===== src/rtl/drac_pkg.sv =====
// Shared types and constants for the instruction-memory refill path.
//   refill_state_t       : refill initiator FSM states
//   IMEM_BEATS_PER_LINE  : response beats per cache line
//   IMEM_LINE_ADDR_W     : width of a 64-byte line address (byte address [31:6])
//   IMEM_BEAT_W          : width of one response beat
//   icache_fill_t        : one line fill as presented to the icache
package drac_pkg;

  localparam int unsigned IMEM_BEATS_PER_LINE = 4;
  localparam int unsigned IMEM_LINE_ADDR_W    = 26;
  localparam int unsigned IMEM_BEAT_W         = 128;

  typedef enum logic [2:0] {
    StIdle,
    StReq,
    StWait,
    StDrain,
    StFill
  } refill_state_t;

  typedef struct packed {
    logic                                       valid;
    logic [IMEM_LINE_ADDR_W-1:0]                addr;
    logic [IMEM_BEATS_PER_LINE*IMEM_BEAT_W-1:0] data;
  } icache_fill_t;

endpackage


===== src/rtl/imem_refill_assembler.sv =====
// Four-slot beat buffer with arrival mask for one cache line.
//   clk, rstn : clock, synchronous active-low reset (clears the mask only)
//   clear     : drop all collected beats (new refill starting)
//   wr_en     : a beat is presented this cycle
//   keep      : store the beat data (otherwise only the mask is updated)
//   seq, data : beat index and payload
//   full      : mask including this cycle's beat covers all slots
//   dup       : the presented beat hits a slot that already arrived
//   line      : buffer contents with this cycle's beat merged in
module imem_refill_assembler
  import drac_pkg::*;
#(
  parameter int unsigned BeatW = IMEM_BEAT_W
) (
  input  logic                                 clk,
  input  logic                                 rstn,
  input  logic                                 clear,
  input  logic                                 wr_en,
  input  logic                                 keep,
  input  logic [1:0]                           seq,
  input  logic [BeatW-1:0]                     data,
  output logic                                 full,
  output logic                                 dup,
  output logic [IMEM_BEATS_PER_LINE*BeatW-1:0] line
);

  logic [IMEM_BEATS_PER_LINE-1:0] mask_q, mask_d, hit, store;
  logic [BeatW-1:0]               slot_q [IMEM_BEATS_PER_LINE];

  always_comb begin
    hit = '0;
    if (wr_en) hit[seq] = 1'b1;
    dup    = |(hit & mask_q);
    // The first copy of a beat wins; duplicates never overwrite a slot.
    store  = keep ? (hit & ~mask_q) : '0;
    mask_d = mask_q | hit;
    full   = &mask_d;
  end

  always_ff @(posedge clk) begin
    if (!rstn) begin
      mask_q <= '0;
    end else if (clear) begin
      mask_q <= '0;
    end else begin
      mask_q <= mask_d;
    end
  end

  always_ff @(posedge clk) begin
    for (int k = 0; k < IMEM_BEATS_PER_LINE; k++) begin
      if (store[k]) slot_q[k] <= data;
    end
  end

  // Write-through so the completing beat is visible in the same cycle.
  always_comb begin
    line = '0;
    for (int k = 0; k < IMEM_BEATS_PER_LINE; k++) begin
      line[k*BeatW +: BeatW] = store[k] ? data : slot_q[k];
    end
  end

endmodule


===== src/rtl/imem_refill_initiator.sv =====
// Initiator side of the instruction-memory line refill: accepts one icache miss, issues a
// one-cycle line request, collects four tagged beats and delivers the line as a single fill.
//   clk_i, rstn_i                 : clock, synchronous active-low reset
//   miss_valid_i/addr_i/ready_o   : icache miss handshake
//   kill_i                        : abandon the in-flight refill
//   mem_req_valid_o/addr_o        : line request pulse to memory
//   mem_resp_valid_i/data_i/seq_i : response beats, any order
//   fill_valid_o/addr_o/data_o    : assembled line, one-cycle pulse; addr/data hold afterwards
//   err_o                         : pulse on timeout or duplicate beat
module imem_refill_initiator
  import drac_pkg::*;
#(
  parameter int unsigned LINE_SIZE      = 128,
  parameter int unsigned ADDR_SIZE      = 40,
  parameter int unsigned TIMEOUT_CYCLES = 64
) (
  input  logic                   clk_i,
  input  logic                   rstn_i,
  input  logic                   miss_valid_i,
  input  logic [ADDR_SIZE-1:0]   miss_addr_i,
  output logic                   miss_ready_o,
  input  logic                   kill_i,
  output logic                   mem_req_valid_o,
  output logic [25:0]            mem_req_addr_o,
  input  logic                   mem_resp_valid_i,
  input  logic [LINE_SIZE-1:0]   mem_resp_data_i,
  input  logic [1:0]             mem_resp_seq_i,
  output logic                   fill_valid_o,
  output logic [25:0]            fill_addr_o,
  output logic [4*LINE_SIZE-1:0] fill_data_o,
  output logic                   err_o
);

  localparam int unsigned CntW = $clog2(TIMEOUT_CYCLES + 1);

  refill_state_t                 state_q, state_d;
  logic [IMEM_LINE_ADDR_W-1:0]   line_addr_q, fill_addr_q;
  logic [4*LINE_SIZE-1:0]        fill_data_q, line;
  logic [CntW-1:0]               cnt_q, cnt_d;
  logic                          collecting, beat, accept, timeout, full, dup;
  icache_fill_t                  fill;

  // Only the line-address bits are used; the rest of the byte address is ignored.
  logic unused_addr_bits;
  assign unused_addr_bits = ^{miss_addr_i[ADDR_SIZE-1:32], miss_addr_i[5:0]};

  assign collecting = (state_q == StWait) || (state_q == StDrain);
  assign beat       = collecting && mem_resp_valid_i;
  assign accept     = (state_q == StIdle) && miss_valid_i && !kill_i;
  // Fires on the TIMEOUT_CYCLES-th consecutive beat-less cycle.
  assign timeout    = collecting && !mem_resp_valid_i && (cnt_q == CntW'(TIMEOUT_CYCLES - 1));

  imem_refill_assembler #(
    .BeatW (LINE_SIZE)
  ) u_assembler (
    .clk   (clk_i),
    .rstn  (rstn_i),
    .clear (accept),
    .wr_en (beat),
    .keep  (state_q == StWait),
    .seq   (mem_resp_seq_i),
    .data  (mem_resp_data_i),
    .full  (full),
    .dup   (dup),
    .line  (line)
  );

  always_ff @(posedge clk_i) begin
    if (!rstn_i) state_q <= StIdle;
    else         state_q <= state_d;
  end

  always_comb begin
    state_d = state_q;
    unique case (state_q)
      StIdle:  if (accept) state_d = StReq;
      StReq:   state_d = kill_i ? StDrain : StWait;
      StWait: begin
        if (timeout)     state_d = StIdle;
        // A kill on the completing beat has nothing left to drain.
        else if (full)   state_d = kill_i ? StIdle : StFill;
        else if (kill_i) state_d = StDrain;
      end
      StDrain: if (timeout || full) state_d = StIdle;
      StFill:  state_d = StIdle;
      default: state_d = StIdle;
    endcase
  end

  always_comb begin
    miss_ready_o    = (state_q == StIdle);
    mem_req_valid_o = (state_q == StReq);
    err_o           = timeout || dup;
    fill.valid      = (state_q == StFill);
    fill.addr       = fill_addr_q;
    fill.data       = fill_data_q;
  end

  assign mem_req_addr_o = line_addr_q;
  assign fill_valid_o   = fill.valid;
  assign fill_addr_o    = fill.addr;
  assign fill_data_o    = fill.data;

  always_comb begin
    cnt_d = cnt_q;
    if (accept)          cnt_d = '0;
    else if (collecting) cnt_d = beat ? '0 : cnt_q + 1'b1;
  end

  always_ff @(posedge clk_i) begin
    if (!rstn_i) begin
      cnt_q       <= '0;
      line_addr_q <= '0;
      fill_addr_q <= '0;
      fill_data_q <= '0;
    end else begin
      cnt_q <= cnt_d;
      if (accept) line_addr_q <= miss_addr_i[31:6];
      // Capture on entry to FILL so the outputs hold while the next refill collects.
      if (state_q == StWait && state_d == StFill) begin
        fill_addr_q <= line_addr_q;
        fill_data_q <= line;
      end
    end
  end

endmodule


===== config.mk =====
export PLATFORM = sky130hd
export DESIGN_NAME = imem_refill_initiator
export DESIGN_NICKNAME = d
export VERILOG_FILES = /design/src/rtl/drac_pkg.sv /design/src/rtl/imem_refill_assembler.sv /design/src/rtl/imem_refill_initiator.sv
export SDC_FILE = /design/constraint.sdc
export NUM_CORES = 2
export LEC_CHECK = 0
export CAP_MARGIN = 20
export CORE_MARGIN = 4
export CORE_UTILIZATION = 40
export CTS_BUF_LIST = sky130_fd_sc_hd__clkbuf_4 sky130_fd_sc_hd__clkbuf_8
export DETAILED_ROUTE_END_ITERATION = 16
export MAX_ROUTING_LAYER = met4
export PLACE_DENSITY = 0.71
export SYNTH_ARGS = -nofsm -noshare
export SYNTH_HDL_FRONTEND = slang
export SYNTH_SLANG_ARGS = --single-unit

===== constraint.sdc =====
create_clock -name clk_i -period 2.8 [get_ports clk_i]
set_clock_uncertainty 0.05 [all_clocks]
set_input_delay 0.28 -clock clk_i [delete_from_list [all_inputs] [get_ports clk_i]]
set_output_delay 0.28 -clock clk_i [all_outputs]
set_load 0.02 [all_outputs]

==> impl_metrics.py <==
metrics = {
    "setup_path": {
        "critical_path_class": "register to register",
        "cp_cell_sequence": "buf_6 > nand4b_1 > buf_4 > or4_4 > buf_12 > buf_12 > mux2_4 > nor3_1 > nor3_1",
        "worstSetupStartpointType": "register",
        "critPathMaxStageDelay_ns": 0.46,
        "end_kind": "register",
        "crit_arrival_ns": 3.37,
        "cp_num_buf_inv": 4,
        "cp_top_family": "simple AND/OR/NAND/NOR gates",
        "crit_required_ns": 3.44,
        "crit_slowest_cell": "or4_4",
        "crit_path_max_fanout": 23,
    },
    "floorplan": {
        "die_x_um": 318,
        "fp-row-count": 113,
        "core_um2": 95300,
        "design.portCount": 743,
        "dieArea_um2": 101000,
        "die_h_um": 318,
        "initial_core_util": 0.404,
    },
    "flow_run": {
        "cap_violations": 0,
    },
    "synth": {
        "yosysMostFrequentCell": "dfxtp_1",
        "syn_nets": 3917,
        "syn_area_per_cell_um2": 10.3,
        "ys_top_cells_by_count": "1090 x dfxtp_1, 1028 x nor3_1, 570 x a21oi_1",
        "syn_area_um2": 38500,
        "syn-instance-count": 3741,
        "ys_types": 40,
        "synth_edf_count": 0,
        "yosysTopAreaCellShare": 0.567,
        "synth_flop_cell": "dfxtp_1",
        "yosysTopAreaCell": "dfxtp_1",
        "synth_seq_area_share": 0.567,
        "async_reset_ff_frac": 0,
        "synthTopCellsByArea": "dfxtp_1 57%, nor3_1 13%, mux2_2 11%, a21oi_1 7.4%, mux2_4 4.7%",
        "yosys_register_bits": 1090,
        "yosys_warnings": 0,
    },
    "sta": {
        "maxSlewHeadroom": 0.630,
        "final.setup.worst_slack_ns": 0.0692,
        "post-route-period-util": 0.975,
        "finalSetupViolations": 0,
        "hold_viol": 0,
        "drv_slew": 0,
        "period_minus_slack_ns": 2.73,
        "rsz0062_at_grt": "true",
        "worst_slew_pin_slew_ns": 0.554,
        "timing.fmax_mhz": 366,
        "fin_setup_tns_ns": 0,
    },
    "global_route": {
        "grt_pass1_wl_um": 187000,
        "grt_max_degree": 97,
        "antenna_found_initial": 15,
        "grt_pass1_vias": 31229,
        "overflow": 0,
        "grtUsageTotal": 0.238,
    },
    "clock_tree": {
        "clock_latency_ns": 0.83,
        "cts.sinks": 1090,
        "numCtsBuffers": 174,
        "clockBufferDepth": 3,
        "path_clk_slew_ns": 0.06,
        "cts_tree": "yes",
        "clock-root-buffer": "clkbuf_8",
        "htree_levels": 4,
    },
    "routing": {
        "vias": 31774,
        "finalWirelength_um": 124000,
        "first_pass_iters": 8,
        "drc_errors": 0,
        "vias_per_cell": 5.38,
        "drtIter0Drc": 2414,
        "ant_nets": 0,
        "routedWlPerCell_um": 20.9,
    },
    "placement": {
        "hpwl_um": 83300,
        "place_inst": 5553,
        "place_ws_ns": -0.271,
        "place.gp.congestion": 0.866,
        "portBuffers": 728,
        "detailed_place.area_um2": 48200,
    },
    "layout": {
        "synthToLayoutAreaGrowth_pct": 36.0,
        "instances_no_fill": 5906,
        "layout-drive-gt1-share": 0.222,
        "finalInstanceArea_um2": 52400,
        "nets": 4669,
    },
    "pwr": {
        "finalPower_mw": 33.2,
        "vdd_drop_max_uv": 476,
        "cellLeakagePower_nw": 18.9,
        "powerDensity_nw_per_um2": 635,
    },
    "worst_hold_path": {
        "holdCritPathClass": "input pin to register",
    },
    "outcome": {
        "outcome": "finished clean",
    },
}
-- layout make-up --
class	instances	area, um2
Sequential cell	1090	21800
Clock buffer	276	3450
Antenna cell	16	40.0
Multi-Input combinational cell	2284	15200
Timing Repair Buffer	941	9930
Clock inverter	32	319
Tap cell	1265	1580
Inverter	2	15.0
Fill cell	8260	42900
-- sequential cells by signal, summed over array words and instances (netlist names) --
name / flops
state_q: 3
u_assembler.mask_q: 4
u_assembler.slot_q: 512
mem_req_addr_o: 26
fill_data_o: 512
cnt_q: 7
fill_addr_o: 26
-- stage by stage --
| stage | util | hold slack (ns) |
|---|---|---|
| floorplan | - | 0.347 |
| global placement | 0.506 | 0.403 |
| detailed placement | 0.506 | 0.405 |
| CTS | 0.548 | 0.00937 |
| global route | 0.549 | 0.0563 |
| finish | 0.550 | 0.143 |
-- metal layers --
layer / global-route usage / wire [um] / vias to the layer above
met5: - / 0 / -
met4: 0.111 / 5330 / 0
met3: 0.0498 / 7330 / 276
met2: 0.374 / 58300 / 1083
met1: 0.295 / 52700 / 15471
li1: - / - / 14944
-- power breakdown --
group / internal, mW / switching, mW / total (mW) / leakage [nW]
combinational: 1.08 / 1.21 / 2.29 / 8.13
clock: 8.19 / 6.35 / 14.5 / 2.00
sequential: 16.2 / 0.193 / 16.4 / 8.80
total: 25.5 / 7.75 / 33.2 / 18.9
-- worst register-to-register path: cells and delay by family (launching register included) --
family	cells	cell delay, ns
flops	1	0.32
buf+inv	4	0.85
simple gates	4	1.07
mux	1	0.31
-- cell usage in the layout (no fill, tap or decap), types with 3 or more instances in the layout --
cell             Yosys  layout
buf_4                2     108
clkbuf_4             0      56
clkbuf_8             0     220
mux2_4             120     120
inv_6                0       4
dfxtp_1           1090    1088
nor2_1              21      19
o21ai_0             29      29
nand2_1             59      58
clkdlybuf4s50_1      0     726
dlygate4sd3_1        0      27
inv_8                0       4
diode_2              0      16
clkinv_2             0      15
a21oi_1            570     570
nand3_1             30      28
clkinvlp_4           0       4
nand4_1              4       4
buf_12               0      76
xor2_1               3       3
nor3_1            1028    1024
nor3_2               0       4
bufinv_16            0       4
mux2_2             392     392
-- final timing paths --
kind                                 startpoint                                  to  slack (ns)  depth (start not counted)
max                       state_q[2]$_SDFF_PN0_       fill_data_o[445]$_SDFFE_PN0P_        0.07                          9
min                         mem_resp_data_i[12]   u_assembler.slot_q[3][12]$_DFF_P_        0.14                          2
max reg2reg               state_q[2]$_SDFF_PN0_       fill_data_o[445]$_SDFFE_PN0P_        0.07                          9
min reg2reg  u_assembler.slot_q[3][118]$_DFF_P_  u_assembler.slot_q[3][118]$_DFF_P_        0.42                          1
-- timing repair --
action                     CTS  global route
resized for setup            8            12
setup buffers                0             2
setup endpoints to repair    3             7
hold endpoints to repair    27             0
pin swaps                    1             3
hold buffers                27             0
cloned                       0             0
-- cells by family after synthesis --
logic type / synth area share
xor gates and xnor gates: 0.000683
DFF: 0.567
buffers and inverters: 0.0410
adders and majority gates: 0.000325
AOI/OAI and AO/OA: 0.0794
muxes: 0.161
and+or+nand+nor: 0.150
No activity file was read; power rests on OpenSTA's default activity.
